**config.mk**
```make
export PLATFORM = sky130hd
export DESIGN_NAME = ring_edge_counter_flat
export DESIGN_NICKNAME = d
export VERILOG_FILES = /design/src/rtl/ring_edge_counter_if.sv /design/src/rtl/ring_edge_counter.sv /design/src/flat_wrapper.sv
export SDC_FILE = /design/constraint.sdc
export NUM_CORES = 1
export LEC_CHECK = 0
export ABC_AREA = 1
export CAP_MARGIN = 20
export CORE_MARGIN = 2
export CORE_UTILIZATION = 51
export CTS_CLUSTER_SIZE = 30
export DETAILED_ROUTE_END_ITERATION = 8
export GPL_TIMING_DRIVEN = 0
export PLACE_DENSITY = 0.78
export SYNTH_ARGS = -nofsm -noshare
export SYNTH_HDL_FRONTEND = slang
export SYNTH_SLANG_ARGS = --single-unit
```
**constraint.sdc**
```tcl
create_clock -name wb_clk_i -period 1.9 [get_ports wb_clk_i]
set_clock_uncertainty 0.15 [all_clocks]
set_input_delay 0.475 -clock wb_clk_i [delete_from_list [all_inputs] [get_ports wb_clk_i]]
set_output_delay 0.475 -clock wb_clk_i [all_outputs]
set_load 0.1 [all_outputs]
```
**src/rtl/ring_edge_counter_if.sv**
```systemverilog
// Control/result bundle for ring_edge_counter.
// The master side (software or test harness) launches and aborts measurements.
// The slave side (the counter) reports the count and its status flags.
interface ring_edge_counter_if #(
  parameter int unsigned COUNT_W  = 32,
  parameter int unsigned WINDOW_W = 32
);

  logic                start;
  logic                stop;
  logic [WINDOW_W-1:0] window;
  logic [COUNT_W-1:0]  count;
  logic                busy;
  logic                done;
  logic                overflow;

  modport master (
    output start,
    output stop,
    output window,
    input  count,
    input  busy,
    input  done,
    input  overflow
  );

  modport slave (
    input  start,
    input  stop,
    input  window,
    output count,
    output busy,
    output done,
    output overflow
  );

endinterface

```
**src/rtl/ring_edge_counter.sv**
```systemverilog
// Ring oscillator edge counter.
//
// ring_in is asynchronous to wb_clk_i. It passes through a 2-flop synchroniser
// (s1, s2) and then an edge register (s3). Edges are counted over a gate window
// of a programmable number of clock cycles, so software can derive the ring
// frequency from the final count.
//
// Build option: define RING_COUNT_BOTH_EDGES_EN to count both ring edges
// (s2 ^ s3) instead of rising edges only (s2 & ~s3).
//
// Measurement flow: IDLE/DONE --start--> ARM (2 cycles) --> COUNT (window cycles) --> DONE.
// stop in ARM or COUNT aborts to IDLE and holds the partial count.
module ring_edge_counter #(
  parameter int unsigned COUNT_W  = 32,
  parameter int unsigned WINDOW_W = 32
) (
  input  logic               wb_clk_i,
  input  logic               rst_n,
  input  logic               ring_in,
  ring_edge_counter_if.slave ctrl
);

  typedef enum logic [1:0] {
    StIdle,
    StArm,
    StCount,
    StDone
  } state_e;

  state_e              state_q, state_d;
  logic                s1_q, s1_d;
  logic                s2_q, s2_d;
  logic                s3_q, s3_d;
  logic                arm_q, arm_d;
  logic [WINDOW_W-1:0] win_q, win_d;
  logic [COUNT_W-1:0]  count_q, count_d;
  logic                ovf_q, ovf_d;
  logic                busy_q, busy_d;
  logic                done_q, done_d;

  logic                edge_det;
  logic                count_full;

  // Edge detect on the synchronised ring signal
`ifdef RING_COUNT_BOTH_EDGES_EN
  assign edge_det = s2_q ^ s3_q;
`else
  assign edge_det = s2_q & ~s3_q;
`endif

  assign count_full = &count_q;

  // Next-state logic for the synchroniser, FSM and registered outputs
  always_comb begin
    s1_d    = ring_in;
    s2_d    = s1_q;
    s3_d    = s2_q;
    state_d = state_q;
    arm_d   = arm_q;
    win_d   = win_q;
    count_d = count_q;
    ovf_d   = ovf_q;
    busy_d  = busy_q;
    done_d  = done_q;

    unique case (state_q)
      // stop is ignored here; start always launches
      StIdle, StDone: begin
        if (ctrl.start) begin
          state_d = StArm;
          arm_d   = 1'b0;
          win_d   = ctrl.window;
          count_d = '0;
          ovf_d   = 1'b0;
          busy_d  = 1'b1;
          done_d  = 1'b0;
        end
      end

      // Two cycles with no counting so edges already in the synchroniser at
      // launch are discarded.
      StArm: begin
        if (ctrl.stop) begin
          state_d = StIdle;
          busy_d  = 1'b0;
        end else if (!arm_q) begin
          arm_d = 1'b1;
        end else if (win_q == '0) begin
          state_d = StDone;
          busy_d  = 1'b0;
          done_d  = 1'b1;
        end else begin
          state_d = StCount;
        end
      end

      // stop beats window expiry; the abort cycle itself is not counted
      StCount: begin
        if (ctrl.stop) begin
          state_d = StIdle;
          busy_d  = 1'b0;
        end else begin
          if (edge_det) begin
            if (count_full) begin
              ovf_d = 1'b1;
            end else begin
              count_d = count_q + COUNT_W'(1);
            end
          end
          win_d = win_q - WINDOW_W'(1);
          if (win_q == WINDOW_W'(1)) begin
            state_d = StDone;
            busy_d  = 1'b0;
            done_d  = 1'b1;
          end
        end
      end

      default: begin
        state_d = StIdle;
        busy_d  = 1'b0;
        done_d  = 1'b0;
      end
    endcase
  end

  // State and output registers; asynchronous reset clears every output at once
  always_ff @(posedge wb_clk_i or negedge rst_n) begin
    if (!rst_n) begin
      state_q <= StIdle;
      s1_q    <= 1'b0;
      s2_q    <= 1'b0;
      s3_q    <= 1'b0;
      arm_q   <= 1'b0;
      win_q   <= '0;
      count_q <= '0;
      ovf_q   <= 1'b0;
      busy_q  <= 1'b0;
      done_q  <= 1'b0;
    end else begin
      state_q <= state_d;
      s1_q    <= s1_d;
      s2_q    <= s2_d;
      s3_q    <= s3_d;
      arm_q   <= arm_d;
      win_q   <= win_d;
      count_q <= count_d;
      ovf_q   <= ovf_d;
      busy_q  <= busy_d;
      done_q  <= done_d;
    end
  end

  assign ctrl.count    = count_q;
  assign ctrl.busy     = busy_q;
  assign ctrl.done     = done_q;
  assign ctrl.overflow = ovf_q;

endmodule

```
**src/flat_wrapper.sv**
```systemverilog
// flat-port wrapper written by rule: the top's interface ports become plain ports
module ring_edge_counter_flat 
#(
  parameter int unsigned COUNT_W  = 32,
  parameter int unsigned WINDOW_W = 32
)
  (wb_clk_i, rst_n, ring_in, ctrl_start, ctrl_stop, ctrl_window, ctrl_count, ctrl_busy, ctrl_done, ctrl_overflow);
  ring_edge_counter_if #(.COUNT_W(COUNT_W), .WINDOW_W(WINDOW_W)) ctrl_i ();
  input  logic wb_clk_i;
  input  logic rst_n;
  input  logic ring_in;
  input wire logic [$bits(ctrl_i.start)-1:0] ctrl_start;
  input wire logic [$bits(ctrl_i.stop)-1:0] ctrl_stop;
  input wire logic [$bits(ctrl_i.window)-1:0] ctrl_window;
  output wire logic [$bits(ctrl_i.count)-1:0] ctrl_count;
  output wire logic [$bits(ctrl_i.busy)-1:0] ctrl_busy;
  output wire logic [$bits(ctrl_i.done)-1:0] ctrl_done;
  output wire logic [$bits(ctrl_i.overflow)-1:0] ctrl_overflow;
  assign ctrl_i.start = ctrl_start;
  assign ctrl_i.stop = ctrl_stop;
  assign ctrl_i.window = ctrl_window;
  assign ctrl_count = ctrl_i.count;
  assign ctrl_busy = ctrl_i.busy;
  assign ctrl_done = ctrl_i.done;
  assign ctrl_overflow = ctrl_i.overflow;
  ring_edge_counter #(.COUNT_W(COUNT_W), .WINDOW_W(WINDOW_W)) u_core (.wb_clk_i(wb_clk_i), .rst_n(rst_n), .ring_in(ring_in), .ctrl(ctrl_i));
endmodule
```
==> metrics.txt <==
max cap viols 0; row count 37; Setup crit end kind flip-flop; r2r startpoint u_core.ctrl.count[1]; routed len/inst around 16 um; post-synthesis adder-cell area fraction under 10%; Yosys cell types 31; setup TNS -2155 ps; synthesized area about 0.0053 mm^2; drt total wl approximately 18000 um; Post-Synth Simple-Gate Area roughly 41%; Storage cell area about 0.0019 mm^2; cell taking the most area after synthesis dfrtp_1; setup slack, reg-to-reg -110 ps; Synth Instances between 800 and 900; EDFF count, synth 0; syn nets between 800 and 900; failing checks setup timing; gpl congestion between 0.9 and 1; final setup fails 31; Max Freq approximately 500 MHz; final critical-path setup slack -111.2 ps; WS Path Type reg2reg; # DRC 0; WHS Path Cells 0; Crit-path slowest cell dfrtp_4; GRT overflow 0; mux contribution to synthesized area 0%; Port-buffer cells 71; placed cells 1034; WHS Endpoint u_core.s2_q; critical-path maximum fanout 5; Synth Area in XOR/XNOR approximately 2.3%; Detailed Route Iter0 Violations 462; clk slew on worst S/H paths about 70 ps; initial antenna violation count 0; asr flop ratio synth 100.0%; Root Buffer clkbuf_8; unrepaired setup endpoints after global routing true; clock share of power a little under a tenth; largest net degree at the start of global routing 43; status complete, but fails checks; All-Layer GR Usage 30.92%; YS warnings 0; Sw Ratio between 40% and 50%; Worst-Margin Slew between 500 and 600 ps; Yosys top cell area share between 30% and 40%; Pre-Repair DR Iteration Count 5; min Tclk post-route 2011 ps; Top Ports 72; Final Hold Viols 0; net load switching power roughly 0.006 W; die height approximately 110 um; largest stage delay on the critical path between 400 and 500 ps; Critical R2R Capture u_core.ctrl.count[3]; HPWL after detailed placement about 12000 um; CP required just over 2000 ps; Reg power frac between 20% and 30%; Setup crit start kind flip-flop; Layout Utilization a little over two thirds; Max-Slew Margin vs Limit approximately 63%; most frequent cell after synthesis nand2_1; CTS Buffer Depth 2; leakage 3.159 nW; Core Region between 0.01 and 0.015 mm^2; Area contributors post-synth dfrtp_1 35%, nand2_1 17%, nor2_1 12%; CTS Sinks 73; Die Width around 110 um; register area share after synthesis 34.69%; CTS tree yes; worst vdd ir approximately 2000 uV; Net count, final ~990; most frequent cells after synthesis 244 x nand2_1, 165 x nor2_1, 87 x inv_1; number of global-route vias before repair 5387; Worst Hold Class reg2reg; ys flop type dfrtp_1; Die Footprint about 0.011 mm^2; non-filler cells, final 1092; FF+latch count, synth 73; ANT nets after route 0; Slew Limit Fails 0; initial core utilization roughly half; power per cell area around 1700 mW/mm^2; crit share post-route 105.9%; first-pass GRT wire length 26960 um; share of layout cells above drive strength 1 28.14%; DR vias around 6000; Fillers roughly 890; Clock Latency Late Sink around 400 ps; P_int 0.006095 W; area occupied by multi-input gates 0.003364 mm^2; WP data arrival about 2200 ps; largest family of logic cells by synthesized area simple AND/OR/NAND/NOR gates; Comb pwr share 69.8%; worst reg2reg path depth 13; Via density approximately 5.5; Area Overhead vs Synth 36.90%; ANT cells 0; synthesized area per cell about 6.4 um^2; Hold Crit Start u_core.s1_q; worst path cell trace ha_4 > nand2_4 > nor2_4 > nand2_2 > nor2_4 > nand2_2 > nor2_4 > nand2_4 > nand2_8 > buf_12 > buf_12 > nand2_4 > o21ai_2; hold slack slightly above 200 ps; H-tree Lvls 3; Num CTS Buffers 9; Synth Area in Compound Gates a little under an eighth
-- metrics by stage --
stage                     worst slack (ps)  instance area, um^2  total power (W)
final                               -111.2                 7209          0.01210
after global routing                -161.3                 7209          0.01277
after CTS                           -77.37                 6700          0.01059
after detailed placement            -502.6                 6254         0.007731
after global placement               -3032                 6228         0.007671
after floorplan                     -172.9                 5348         0.006253
-- worst max-delay path: cells and delay by family (launching register included) --
kind	cells	cell delay [ps]
fa+ha+maj	1	150
buf+inv	2	270
flops	1	450
compound gates	1	50
simple gates	9	850
-- layout by cell type (no fill, tap or decap), types with 5 or more instances in the layout --
cell	n
dfrtp_2	34
nand2_2	25
nand2_4	17
buf_12	6
dfrtp_1	37
buf_4	39
a21oi_1	14
nor2_2	21
inv_2	5
nand2_1	212
buf_6	11
o21ai_2	27
inv_1	84
nor2_1	138
clkbuf_2	6
clkbuf_4	15
nor2_4	13
o21ai_1	6
clkdlybuf4s50_1	35
xor2_1	13
buf_2	14
o211ai_1	8
clkbuf_1	5
clkbuf_8	9
nor3_1	5
o21ai_0	47
nand3_1	67
nand4_1	5
-- kinds of logic after synthesis --
kind of cell	count (synthesis)
simple gates	515
buf+inv	112
compound gates	106
flops	73
xor+xnor	14
fa+ha+maj	6
-- how the worst max path moves through the flow --
stage	slack, ps	depth (start not counted)	to	from
after global placement	-3030	1	u_core.ctrl.count[0]	rst_n
after CTS	-80	13	u_core.ctrl.count[18]	u_core.ctrl.count[1]
after floorplan	-170	12	u_core.ctrl.count[2]	u_core.ctrl.count[0]
after global routing	-160	12	u_core.ctrl.count[2]	u_core.ctrl.count[13]
after detailed placement	-500	10	u_core.ctrl.count[6]	ctrl_start
final	-110	13	u_core.ctrl.count[3]	u_core.ctrl.count[1]
-- cell type report --
type / count / share of cell area, %
Tap cell: 136 / 2.360
Inverter: 89 / 4.634
Timing Repair Buffer: 115 / 15.19
Buffer: 22 / 2.950
Clock inverter: 3 / 0.2430
Sequential cell: 73 / 26.03
Clock buffer: 13 / 1.926
Multi-Input combinational cell: 641 / 46.67
-- layer usage --
layer  share of wire (%)  track usage (%)
met3                 7.8            5.380
met1                  42            42.66
met2                  47            48.43
met5                   0                0
met4                 3.2            12.12
-- registers in the layout, summed over array words and instances, names as in the netlist --
name and count:
u_core.ctrl.busy 1, u_core.state_q 2, u_core.s2_q 1, u_core.s1_q 1, u_core.s3_q 1, u_core.arm_q 1
u_core.win_q 32, u_core.ctrl.overflow 1, u_core.ctrl.done 1, u_core.ctrl.count 32
-- power by group through the flow --
| stage | combinational (W) | sequential [W] | clock [W] |
|---|---|---|---|
| 3_3_place_gp | 0.00521 | 0.00246 | 0 |
| 2_1_floorplan | 0.00371 | 0.00254 | 0 |
| 4_1_cts | 0.00702 | 0.00244 | 0.00112 |
| 3_5_place_dp | 0.00527 | 0.00246 | 0 |
| 5_1_grt | 0.00900 | 0.00259 | 0.00118 |
| 6_report | 0.00845 | 0.00254 | 0.00111 |
-- what timing repair did --
| action | in CTS | in global routing |
|---|---|---|
| hold buffers | 1 | 0 |
| pin swaps | 6 | 15 |
| hold endpoints to repair | 31 | 0 |
| setup buffers | 25 | 12 |
| endpoints found under the setup margin | 104 | 81 |
| gates resized for setup | 233 | 126 |
| cloned | 3 | 2 |
(Power assumes the default switching activity.)
